[src/rtl/seq_divider.sv]
// seq_divider: multi-cycle restoring shift-subtract integer divider.
//
// Signed operands are divided as magnitudes and the results are negated at the end,
// so the quotient truncates toward zero and the remainder takes the dividend's sign.
// A zero divisor skips the iteration and returns all-ones / original dividend.
//
// Ports:
//   clk_i        clock, rising edge
//   rst_i        asynchronous active-high reset
//   start_i      request, sampled only while idle
//   signed_i     1 = two's complement division, 0 = unsigned (captured with start_i)
//   dividend_i   dividend (captured with start_i)
//   divisor_i    divisor (captured with start_i)
//   busy_o       operation in progress
//   done_o       one-cycle pulse, results valid from this cycle on
//   quotient_o   registered quotient
//   remainder_o  registered remainder
//   div_zero_o   last completed operation had a zero divisor
module seq_divider #(
  parameter int unsigned DATA_WIDTH = 32
) (
  input  logic                  clk_i,
  input  logic                  rst_i,
  input  logic                  start_i,
  input  logic                  signed_i,
  input  logic [DATA_WIDTH-1:0] dividend_i,
  input  logic [DATA_WIDTH-1:0] divisor_i,
  output logic                  busy_o,
  output logic                  done_o,
  output logic [DATA_WIDTH-1:0] quotient_o,
  output logic [DATA_WIDTH-1:0] remainder_o,
  output logic                  div_zero_o
);

  localparam int unsigned W = DATA_WIDTH;
  localparam logic [5:0] LastCnt = 6'(DATA_WIDTH - 1);

  typedef enum logic [1:0] {StIdle, StRun, StFix} state_e;

  state_e         state_q;
  logic [5:0]     cnt_q;
  logic [W-1:0]   rem_q;     // partial remainder
  logic [W-1:0]   quo_q;     // dividend shifts out the top, quotient bits shift in
  logic [W-1:0]   dvs_q;     // divisor magnitude
  logic           signed_q;
  logic           q_neg_q;
  logic           r_neg_q;
  logic           zero_q;

  logic [W-1:0]   dvd_abs;
  logic [W-1:0]   dvs_abs;
  logic           q_neg;
  logic           r_neg;
  logic [W:0]     trial;
  logic           take;
  logic [W-1:0]   rem_next;
  logic [W-1:0]   quo_next;
  logic [W-1:0]   q_fix;
  logic [W-1:0]   r_fix;

  always_comb begin
    dvd_abs = (signed_i && dividend_i[W-1]) ? -dividend_i : dividend_i;
    dvs_abs = (signed_i && divisor_i[W-1])  ? -divisor_i  : divisor_i;
    q_neg   = signed_i & (dividend_i[W-1] ^ divisor_i[W-1]);
    r_neg   = signed_i & dividend_i[W-1];

    // The shifted remainder is W+1 bits wide. When its top bit (rem_q[W-1]) is set it
    // already exceeds any divisor, so the subtract is taken; otherwise the W+1-bit
    // trial difference's sign bit decides. Either way the low W bits are the result.
    trial    = {1'b0, rem_q[W-2:0], quo_q[W-1]} - {1'b0, dvs_q};
    take     = rem_q[W-1] | ~trial[W];
    rem_next = take ? trial[W-1:0] : {rem_q[W-2:0], quo_q[W-1]};
    quo_next = {quo_q[W-2:0], take};

    q_fix = (signed_q && q_neg_q) ? -quo_q : quo_q;
    r_fix = (signed_q && r_neg_q) ? -rem_q : rem_q;
  end

  always_ff @(posedge clk_i or posedge rst_i) begin
    if (rst_i) begin
      state_q     <= StIdle;
      cnt_q       <= '0;
      rem_q       <= '0;
      quo_q       <= '0;
      dvs_q       <= '0;
      signed_q    <= 1'b0;
      q_neg_q     <= 1'b0;
      r_neg_q     <= 1'b0;
      zero_q      <= 1'b0;
      busy_o      <= 1'b0;
      done_o      <= 1'b0;
      quotient_o  <= '0;
      remainder_o <= '0;
      div_zero_o  <= 1'b0;
    end else begin
      done_o <= 1'b0;
      case (state_q)
        StIdle: begin
          if (start_i) begin
            busy_o   <= 1'b1;
            signed_q <= signed_i;
            cnt_q    <= '0;
            if (divisor_i == '0) begin
              // Preload the fixed divide-by-zero answer; FIX passes it through unchanged.
              zero_q  <= 1'b1;
              quo_q   <= '1;
              rem_q   <= dividend_i;
              q_neg_q <= 1'b0;
              r_neg_q <= 1'b0;
              state_q <= StFix;
            end else begin
              zero_q  <= 1'b0;
              quo_q   <= dvd_abs;
              dvs_q   <= dvs_abs;
              rem_q   <= '0;
              q_neg_q <= q_neg;
              r_neg_q <= r_neg;
              state_q <= StRun;
            end
          end
        end
        StRun: begin
          rem_q <= rem_next;
          quo_q <= quo_next;
          cnt_q <= cnt_q + 6'd1;
          if (cnt_q == LastCnt) begin
            state_q <= StFix;
          end
        end
        StFix: begin
          quotient_o  <= q_fix;
          remainder_o <= r_fix;
          div_zero_o  <= zero_q;
          done_o      <= 1'b1;
          busy_o      <= 1'b0;
          state_q     <= StIdle;
        end
        default: begin
          busy_o  <= 1'b0;
          state_q <= StIdle;
        end
      endcase
    end
  end

endmodule

[config.mk]
export PLATFORM = sky130hd
export DESIGN_NAME = seq_divider
export DESIGN_NICKNAME = d
export VERILOG_FILES = /design/src/rtl/seq_divider.sv
export SDC_FILE = /design/constraint.sdc
export NUM_CORES = 1
export LEC_CHECK = 0
export BUFFER_PORTS_ARGS = -buffer_cell sky130_fd_sc_hd__buf_2
export CAP_MARGIN = 10
export CORE_ASPECT_RATIO = 1.5
export CORE_UTILIZATION = 40
export CTS_CLUSTER_SIZE = 24
export DETAILED_ROUTE_END_ITERATION = 7
export GPL_ROUTABILITY_DRIVEN = 1
export SLEW_MARGIN = 20
export SYNTH_ARGS = -nofsm -noshare
export SYNTH_HDL_FRONTEND = slang
export SYNTH_SLANG_ARGS = --single-unit
[constraint.sdc]
create_clock -name clk_i -period 8.4 [get_ports clk_i]
set_clock_uncertainty 0.1 [all_clocks]
set_input_delay 1.68 -clock clk_i [delete_from_list [all_inputs] [get_ports clk_i]]
set_output_delay 1.68 -clock clk_i [all_outputs]
set_load 0.01 [all_outputs]
==> results.json, run 1 <==
{
  "cts.sinks": 175,
  "r2r_end": "rem_q[28]$_DFFE_PP0P_",
  "hold_viol_final": 0,
  "grt_max_degree": 131,
  "rsz0062_at_grt": "no",
  "syn2layout_area_growth_pct": 13.19,
  "synth.area.top_cells": "dfrtp_1 (38%), o21ai_0 (6.7%), xnor2_1 (6.1%)",
  "fill_cells": 2785,
  "wire_per_inst_um": 18.59,
  "finalWorstSetupSlack_ns": 3.977,
  "reg2reg_depth": 12,
  "holdWs_ns": 0.3665,
  "grt_pass1_vias": 9804,
  "async_reset_ff_share_pct": 100.0,
  "drive_gt1_share_pct": 13.43,
  "yosysWarnings": 0,
  "first_pass_iters": 5,
  "setup_violations": 0,
  "fin_util_pct": 46.23,
  "peakVddDrop_uv": 164.7,
  "critical_path.top_delay_family": "simple AND/OR/NAND/NOR gates",
  "period_share_pct": 52.66,
  "io_buffer_count": 134,
  "ys_seq_area_share_pct": 38.21,
  "outcome": "finished, final reports clean",
  "slew_viol_final": 0,
  "p_int_w": 0.002919,
  "cts_root_buf": "clkbuf_16",
  "power.share.sequential_pct": 30.0,
  "ctsHtreeMaxLevel": 4,
  "worstSetupPathType": "in -> reg",
  "min_path_type": "reg -> reg",
  "path_buf_inv": 1,
  "cts_setup_buffers": 0,
  "maxCapViolCount": 0,
  "grt_pass1_wl_mm": 53.96,
  "powerDensity_mw_per_mm2": 425.4,
  "critPathMostFrequentCell": "nand2_1",
  "die_width_um": 140.2,
  "max-slew-margin-rel_pct": 26.72,
  "post-place-ws_ns": 3.530,
  "crit_arrival_ns": 4.72,
  "worstPathMaxFanout": 15,
  "netSwitchingFraction_pct": 47.10,
  "cts_resized": 0,
  "layout_commonest_cell": "nand2_1",
  "critPathMaxStageDelay_ns": 0.85,
  "synth_edf_count": 0,
  "p_switching_w": 0.002599,
  "start_util_pct": 40.85,
  "place_congestion": 0.9160,
  "slowest_stage": "nor3b_2",
  "numCtsBuffers": 17,
  "synth_seq_cells": 175,
  "core_mm2": 0.02806,
  "synth_top_area_share_pct": 38.21,
  "syn-num-nets": 1479,
  "comb_power_share_pct": 56.0,
  "path_cells": "buf_2 -> or4_1 -> or2_4 -> nor3_1 -> nand2_1 -> nor3b_2 -> a221oi_1 -> o32a_1 -> nand2_1",
  "cp-end-kind": "flip-flop",
  "wirelength_mm": 34.00,
  "dieArea_mm2": 0.02935,
  "drtAntennaViolNets": 0,
  "p_leak_nw": 5.636,
  "drtIter0Drc": 641,
  "syn_area_per_cell_um2": 8.347,
  "reg2reg_slack_ns": 4.56,
  "viasPerCell": 5.636,
  "max_freq_ghz": 0.2261,
  "hold_buffers": 0,
  "r2r_start": "quo_q[31]$_DFFE_PP0P_",
  "ys.flop_type": "dfrtp_1",
  "drc": 0,
  "tns_ns": 0,
  "holdPathStages": 2,
  "worst_pin_slew_ns": 1.097,
  "layout_common_cells": "nand2_1 (183), dfrtp_1 (175), o21ai_0 (153), buf_2 (134), a21oi_1 (107)",
  "hold_end": "div_zero_o$_DFFE_PP0P_",
  "cts_tree": "yes",
  "start_kind": "input port",
  "cp.required_ns": 8.69,
  "clkTransAtPathRegs_ns": 0.06,
  "netlist_instances": 1373,
  "hpwl_mm": 26.40,
  "fp.dieH_um": 209.3,
  "grt_util_all_layers_pct": 23.91,
  "hold_path_startpoint": "div_zero_o$_DFFE_PP0P_",
  "rows": 75,
  "gr-total-overflow": 0,
  "finalNetCount": 1575,
  "worst_skew_pair.late_latency_ns": 0.46,
  "power_frac_clock_pct": 14.0,
  "route.vias.total": 10310,
  "ios": 135,
  "synth.largest_area_cell": "dfrtp_1",
  "cts.path.max_buffers": 2,
  "syn_area_mm2": 0.01146,
  "antenna_found_initial": 1,
  "yosysUniqueCellTypes": 76,
  "min_period_ns": 4.423
}
## cell usage after synthesis (all sizes together) (7+ instances only)
| cell type | instances |
|---|---|
| a211oi | 8 |
| a21o | 9 |
| a21oi | 107 |
| a221oi | 13 |
| a31oi | 12 |
| and2 | 12 |
| buf | 10 |
| clkbuf | 56 |
| dfrtp | 175 |
| ha | 37 |
| inv | 61 |
| mux2i | 7 |
| nand2 | 184 |
| nand2b | 11 |
| nand3 | 11 |
| nor2 | 107 |
| nor2b | 8 |
| nor3 | 27 |
| nor4 | 17 |
| o21a | 13 |
| o21ai | 170 |
| o22ai | 33 |
| o31ai | 22 |
| o41ai | 10 |
| or3 | 10 |
| or4 | 12 |
| xnor2 | 80 |
| xor2 | 63 |
## worst max-delay path by stage
| stage | startpoint | end | slack [ns] | depth (start not counted) |
|---|---|---|---|---|
| after floorplan | rst_i | busy_o$_DFFE_PP0P_ | 1.87 | 1 |
| after global placement | divisor_i[6] | rem_q[25]$_DFFE_PP0P_ | 3.59 | 9 |
| after detailed placement | divisor_i[6] | rem_q[25]$_DFFE_PP0P_ | 3.53 | 9 |
| after CTS | divisor_i[6] | rem_q[25]$_DFFE_PP0P_ | 4.01 | 9 |
| after global routing | divisor_i[6] | rem_q[25]$_DFFE_PP0P_ | 3.69 | 9 |
| final | divisor_i[6] | rem_q[25]$_DFFE_PP0P_ | 3.98 | 9 |
## layout make-up
type,instances,area [um^2],area share (%)
Multi-Input combinational cell,1070,6619,51.02
Sequential cell,175,4379,33.76
Timing Repair Buffer,143,738.2,5.691
Clock buffer,23,478.0,3.684
Tap cell,346,432.9,3.337
Inverter,62,237.7,1.833
Clock inverter,9,85.08,0.6559
Antenna cell,1,2.502,0.01929
## metrics by stage
step	instance area [um^2]	instances	total power [W]
final	12970	1829	0.005518
after global routing	12970	1829	0.005978
after CTS	12960	1828	0.005526
after detailed placement	12400	1796	0.004742
after global placement	12400	1796	0.004687
after floorplan	11460	1373	0.003834
## state kept, by name, summed over array words and instances, names as in the netlist, 2 cells and up
| signal | cells |
|---|---|
| quotient_o | 32 |
| cnt_q | 6 |
| state_q | 2 |
| dvs_q | 32 |
| quo_q | 32 |
| remainder_o | 32 |
| rem_q | 32 |
## kinds of logic (layout without fill, tap and decap cells)
| kind of cell | after synthesis | count (layout) | synth area share [%] |
|---|---|---|---|
| other | 0 | 1 | 0 |
| adders and majority gates | 38 | 38 | 4.214 |
| AOI/OAI and AO/OA | 454 | 454 | 24.10 |
| muxes | 10 | 10 | 0.9061 |
| and+or+nand+nor | 425 | 425 | 17.37 |
| xor gates and xnor gates | 143 | 143 | 10.93 |
| DFF | 175 | 175 | 38.21 |
| buffers and inverters | 128 | 237 | 4.269 |
## worst min-delay path, cell delays in order (launching register included)
cell	delay [ns]
dfrtp_1	0.34
nand2_1	0.05
nand2_1	0.05
## power groups by stage
stage / registers (W) / logic, W / clock network (W)
CTS: 0.00165 / 0.00309 / 0.000789
global placement: 0.00165 / 0.00304 / 0
finish: 0.00165 / 0.00309 / 0.000772
floorplan: 0.00159 / 0.00224 / 0
detailed placement: 0.00166 / 0.00308 / 0
global route: 0.00170 / 0.00346 / 0.000818
## routing by layer
metal  GRT usage, %  wire, um
met5              0         0
met3          3.285      1525
met2          42.93     17510
met4          9.966       930
met1          28.44     14030
Power figures use the tool's default switching activity.
==> inputs of run 2 (changes only) <==
==> constraint.sdc (replaced) <==
create_clock -name clk_i -period 4.2 [get_ports clk_i]
set_clock_uncertainty 0.1 [all_clocks]
set_input_delay 0.84 -clock clk_i [delete_from_list [all_inputs] [get_ports clk_i]]
set_output_delay 0.84 -clock clk_i [all_outputs]
set_load 0.01 [all_outputs]
==> results.json, run 2 (synthesis gave the netlist of run 1 again) <==
{
  "outcome": "finished, final reports clean",
  "cp-endpoint": "rem_q[31]$_DFFE_PP0P_",
  "gr-total-overflow": 0,
  "worstSetupPathType": "reg -> reg",
  "startpoint": "rem_q[6]$_DFFE_PP0P_",
  "start_util_pct": 40.85,
  "period_share_pct": 84.68,
  "hold_buffers": 0,
  "r2r_end": "rem_q[31]$_DFFE_PP0P_",
  "viasPerCell": 5.587,
  "cp.required_ns": 4.42,
  "crit_arrival_ns": 3.78,
  "maxCapViolCount": 0,
  "setup_violations": 0,
  "dieArea_mm2": 0.02935,
  "ios": 135,
  "grt_util_all_layers_pct": 23.89,
  "cts_tree": "yes",
  "max-slew-margin-rel_pct": 39.39,
  "cts_root_buf": "clkbuf_16",
  "cts.path.max_buffers": 2,
  "fin_util_pct": 46.88,
  "worst_pin_slew_ns": 0.9087,
  "max_freq_ghz": 0.2812,
  "route.vias.total": 10310,
  "tns_ns": 0,
  "reg2reg_slack_ns": 0.64,
  "numCtsBuffers": 17,
  "worst_skew_pair.late_latency_ns": 0.44,
  "io_buffer_count": 134,
  "die_width_um": 140.2,
  "slew_viol_final": 0,
  "peakVddDrop_uv": 357.2,
  "seqCellArea_mm2": 0.004379,
  "antenna_found_initial": 0,
  "rows": 75,
  "cts_setup_buffers": 0,
  "r2r_start": "rem_q[6]$_DFFE_PP0P_",
  "first_pass_iters": 5,
  "hpwl_mm": 26.61,
  "layout_common_cells": "nand2_1 (183), dfrtp_1 (175), o21ai_0 (153), buf_2 (134), a21oi_1 (107)",
  "cts.sinks": 175,
  "rsz0062_at_grt": "no",
  "syn2layout_area_growth_pct": 14.76,
  "multiInputGateArea_mm2": 0.006610,
  "grt_max_degree": 88,
  "clkTransAtPathRegs_ns": 0.07,
  "antenna_cells": 0,
  "core_mm2": 0.02806,
  "drive_gt1_share_pct": 14.67,
  "finalNetCount": 1593,
  "layout_commonest_cell": "nand2_1",
  "powerDensity_mw_per_mm2": 851.0,
  "p_leak_nw": 5.754,
  "grt_pass1_wl_mm": 54.54,
  "worstPathMaxFanout": 9,
  "ctsHtreeMaxLevel": 4,
  "drtAntennaViolNets": 0,
  "fill_cells": 2774,
  "hold_viol_final": 0,
  "wire_per_inst_um": 18.44,
  "cts_resized": 0,
  "wirelength_mm": 34.04,
  "fp.dieH_um": 209.3,
  "min_period_ns": 3.557,
  "start_kind": "flip-flop",
  "grt_pass1_vias": 9974,
  "drc": 0,
  "cp-end-kind": "flip-flop",
  "place_congestion": 0.9135,
  "reg2reg_depth": 10,
  "drtIter0Drc": 625,
  "min_path_type": "reg -> reg"
}
==> run 2: cell types whose count changed in the layout (fill, tap and decap cells not counted), sizes merged <==
cell      previous run  this run
diode                1         0
clkbuf              23        19
clkinvlp             3         4
clkinv               6         5
buf                143       161
inv                 61        65
==> run 2: cell type report <==
class / instances / share of cell area [%]
clock inverters: 13 / 0.9893
multi-input cells: 1070 / 50.26
inverters: 62 / 1.798
well taps: 346 / 3.291
flip-flops and latches: 175 / 33.30
clock buffers: 19 / 3.444
repair buffers: 161 / 6.925
==> run 2: worst min path at each step <==
stage,start,to,cells past startpoint
5_1_grt,quotient_o[8]$_DFFE_PP0P_,quotient_o[8]$_DFFE_PP0P_,2
3_3_place_gp,quotient_o[17]$_DFFE_PP0P_,quotient_o[17]$_DFFE_PP0P_,2
4_1_cts,remainder_o[13]$_DFFE_PP0P_,remainder_o[13]$_DFFE_PP0P_,2
3_5_place_dp,remainder_o[13]$_DFFE_PP0P_,remainder_o[13]$_DFFE_PP0P_,2
6_report,quotient_o[21]$_DFFE_PP0P_,quotient_o[21]$_DFFE_PP0P_,2
2_1_floorplan,zero_q$_DFFE_PP0P_,div_zero_o$_DFFE_PP0P_,2
==> run 2: report_power, final <==
group	internal [W]	total, W	switching (W)
clock	0.000861	0.00158	0.000723
sequential	0.00248	0.00329	0.000816
combinational	0.00259	0.00632	0.00373
total	0.00593	0.0112	0.00527
==> run 2: critical path: stages, from the launching register on <==
cell and delay, ns:
dfrtp_1 0.51, ha_1 0.43, a211oi_1 0.31, o31ai_1 0.11, buf_4 0.17, a2111o_1 0.35, o21ai_0 0.58, o31ai_1 0.27
a31oi_1 0.30, nor3b_1 0.23, nor3_1 0.08
==> run 2: per-stage QoR <==
stage / setup slack (ns) / total power [W] / hold slack, ns / area [um^2] / std cells
6_report: 0.6434 / 0.01119 / 0.3747 / 13150 / 1846
2_1_floorplan: 0.9992 / 0.007669 / 0.3372 / 11460 / 1373
3_5_place_dp: 0.6217 / 0.009600 / 0.3645 / 12570 / 1814
5_1_grt: 0.5366 / 0.01214 / 0.3883 / 13150 / 1846
4_1_cts: 0.7184 / 0.01122 / 0.3809 / 13150 / 1846
3_3_place_gp: 0.6599 / 0.009497 / 0.3563 / 12570 / 1814
==> run 2: metal layers <==
layer / wire length [um] / vias up / track usage [%]
li1: - / 5119 / -
met1: 14060 / 4854 / 28.81
met3: 1459 / 61 / 2.875
met5: 0 / - / 0
met4: 1233 / 0 / 10.72
met2: 17290 / 280 / 42.40
==> inputs of run 3 (changes only) <==
--- a/config.mk
+++ b/config.mk
@@ -5,6 +5,7 @@
 export SDC_FILE = /design/constraint.sdc
 export NUM_CORES = 1
 export LEC_CHECK = 0
+export ABC_AREA = 1
 export BUFFER_PORTS_ARGS = -buffer_cell sky130_fd_sc_hd__buf_2
 export CAP_MARGIN = 10
 export CORE_ASPECT_RATIO = 1.5
==> constraint.sdc (replaced) <==
create_clock -name clk_i -period 3.15 [get_ports clk_i]
set_clock_uncertainty 0.1 [all_clocks]
set_input_delay 0.63 -clock clk_i [delete_from_list [all_inputs] [get_ports clk_i]]
set_output_delay 0.63 -clock clk_i [all_outputs]
set_load 0.01 [all_outputs]
==> results.json, run 3 <==
{
  "cp-endpoint": "rem_q[11]$_DFFE_PP0P_",
  "dieArea_mm2": 0.03497,
  "hold_buffers": 0,
  "layout_common_cells": "nand2_1 (664), inv_1 (296), nor2_1 (266), dfrtp_1 (175), buf_2 (134)",
  "synth_seq_cells": 175,
  "setup_violations": 0,
  "antenna_found_initial": 0,
  "synth.largest_area_cell": "dfrtp_1",
  "cts.sinks": 175,
  "reg2reg_slack_ns": 0.39,
  "total_power_w": 0.01739,
  "grtUsageMet3_pct": 3.337,
  "yosysUniqueCellTypes": 48,
  "period_share_pct": 87.65,
  "rows": 82,
  "grt_max_degree": 87,
  "top_usage_layer": "met2",
  "met1_usage_pct": 28.04,
  "drive_gt1_share_pct": 11.18,
  "maxCapViolCount": 0,
  "peakVddDrop_uv": 419.0,
  "route.vias.total": 13880,
  "syn_area_per_cell_um2": 6.364,
  "tns_ns": 0,
  "min_path_type": "in -> async",
  "wirelength_mm": 46.17,
  "yosysWarnings": 0,
  "cp-end-kind": "flip-flop",
  "r2r_end": "rem_q[11]$_DFFE_PP0P_",
  "die_width_um": 153.0,
  "hpwl_mm": 37.73,
  "layout_commonest_cell": "nand2_1",
  "syn_area_mm2": 0.01368,
  "antenna_cells": 0,
  "worstPathMaxFanout": 29,
  "ys_seq_area_share_pct": 32.00,
  "wire_per_inst_um": 17.04,
  "p_leak_nw": 8.233,
  "grt_pass1_wl_mm": 73.06,
  "slew_viol_final": 0,
  "ios": 135,
  "reg2reg_depth": 14,
  "finalNetCount": 2383,
  "crit_arrival_ns": 3.05,
  "max_freq_ghz": 0.3622,
  "io_buffer_count": 134,
  "first_pass_iters": 5,
  "holdWs_ns": 0.1472,
  "fp.dieH_um": 228.5,
  "grt_use_met2_pct": 51.35,
  "cts_setup_buffers": 0,
  "post-synth-top-count-cell": "nand2_1",
  "synth.area.top_cells": "dfrtp_1 (32%), nand2_1 (18%), inv_1 (8.1%)",
  "startpoint": "rem_q[9]$_DFFE_PP0P_",
  "numCtsBuffers": 17,
  "synth_edf_count": 0,
  "worst_skew_pair.late_latency_ns": 0.46,
  "ctsHtreeMaxLevel": 4,
  "cts_tree": "yes",
  "drtIter0Drc": 674,
  "cts_resized": 0,
  "grt_pass1_vias": 13960,
  "dp_cells": 2678,
  "r2r_start": "rem_q[9]$_DFFE_PP0P_",
  "syn-num-nets": 2256,
  "rsz0062_at_grt": "no",
  "start_kind": "flip-flop",
  "viasPerCell": 5.123,
  "powerDensity_mw_per_mm2": 1123,
  "gr-total-overflow": 0,
  "place_congestion": 0.9745,
  "netlist_instances": 2150,
  "yosys-top-cells-count": "nand2_1 (664), inv_1 (297), nor2_1 (267)",
  "finalWorstSetupSlack_ns": 0.3891,
  "drc": 0,
  "outcome": "finished, final reports clean",
  "worst_pin_slew_ns": 0.9605,
  "hold_viol_final": 0,
  "min_period_ns": 2.761,
  "start_util_pct": 40.78,
  "drtAntennaViolNets": 0,
  "cts_root_buf": "clkbuf_16",
  "syn2layout_area_growth_pct": 13.22,
  "instances_no_fill": 2710,
  "core_mm2": 0.03355,
  "async_reset_ff_share_pct": 100.0,
  "worstSetupPathType": "reg -> reg",
  "max-slew-margin-rel_pct": 35.29,
  "grt_util_all_layers_pct": 27.45,
  "ys.flop_type": "dfrtp_1",
  "synth_top_area_share_pct": 32.00,
  "post-place-ws_ns": 0.01730,
  "cp.required_ns": 3.44,
  "cts.path.max_buffers": 2,
  "clkTransAtPathRegs_ns": 0.07
}
## run 3: cell count changes after synthesis, moves of 39 or more
cell and change:
nand2_1 +480, inv_1 +236, nor2_1 +161, nand3_1 +119
xnor2_1 -67, a21oi_1 -45, o21ai_1 +39
## run 3: cells by family after synthesis
kind of cell / share of synthesized area [%]
compound gates: 11.36
xor+xnor: 5.825
fa+ha+maj: 3.530
buf+inv: 10.99
flops: 32.00
simple gates: 36.29
## run 3: worst max-delay path: stages, from the launching register on
cell     delay (ns)
dfrtp_1        0.48
ha_1           0.39
nand2_1        0.14
inv_1          0.05
nand2_1        0.06
nand2_1        0.08
a21oi_1        0.13
nand2_1        0.14
nand2_2        0.11
nand3_4        0.10
nor2_4         0.56
nand2_1        0.12
nand2_1        0.10
nor2_1         0.04
nor2_1         0.08
## run 3: how the worst min path moves through the flow
stage | start | end | slack [ns] | depth (start not counted)
2_1_floorplan | cnt_q[4]$_DFFE_PP0P_ | cnt_q[4]$_DFFE_PP0P_ | 0.33 | 1
3_3_place_gp | cnt_q[4]$_DFFE_PP0P_ | cnt_q[4]$_DFFE_PP0P_ | 0.35 | 1
3_5_place_dp | cnt_q[5]$_DFFE_PP0P_ | cnt_q[5]$_DFFE_PP0P_ | 0.36 | 1
4_1_cts | rst_i | remainder_o[4]$_DFFE_PP0P_ | 0.14 | 2
5_1_grt | rst_i | remainder_o[4]$_DFFE_PP0P_ | 0.17 | 2
6_report | rst_i | remainder_o[4]$_DFFE_PP0P_ | 0.15 | 2
## run 3: cell type report
cell class / instances / area (um^2)
multi-input combinational: 1595 / 7802
inverter: 315 / 1186
timing repair buffer: 173 / 1026
tap: 420 / 525.5
sequential: 175 / 4379
fill: 3630 / 18060
clock buffer: 19 / 432.9
clock inverter: 13 / 140.1
## run 3: through the flow
step                      util [%]  area [um^2]
after floorplan                  -        13690
after global placement       44.47        14920
after detailed placement     44.47        14920
after CTS                    46.18        15490
after global routing         46.18        15490
final                        46.18        15490
## run 3: power by group
group	internal, W	total (W)	switching (W)
logic	0.00366	0.0110	0.00730
clock network	0.00117	0.00215	0.000982
registers	0.00332	0.00429	0.000965
## run 3: layer usage
metal / vias to the layer above / part of all wire (%)
met5: - / 0
met4: 0 / 7.0
met3: 126 / 3.1
met1: 6379 / 38
met2: 346 / 52
li1: 7032 / -
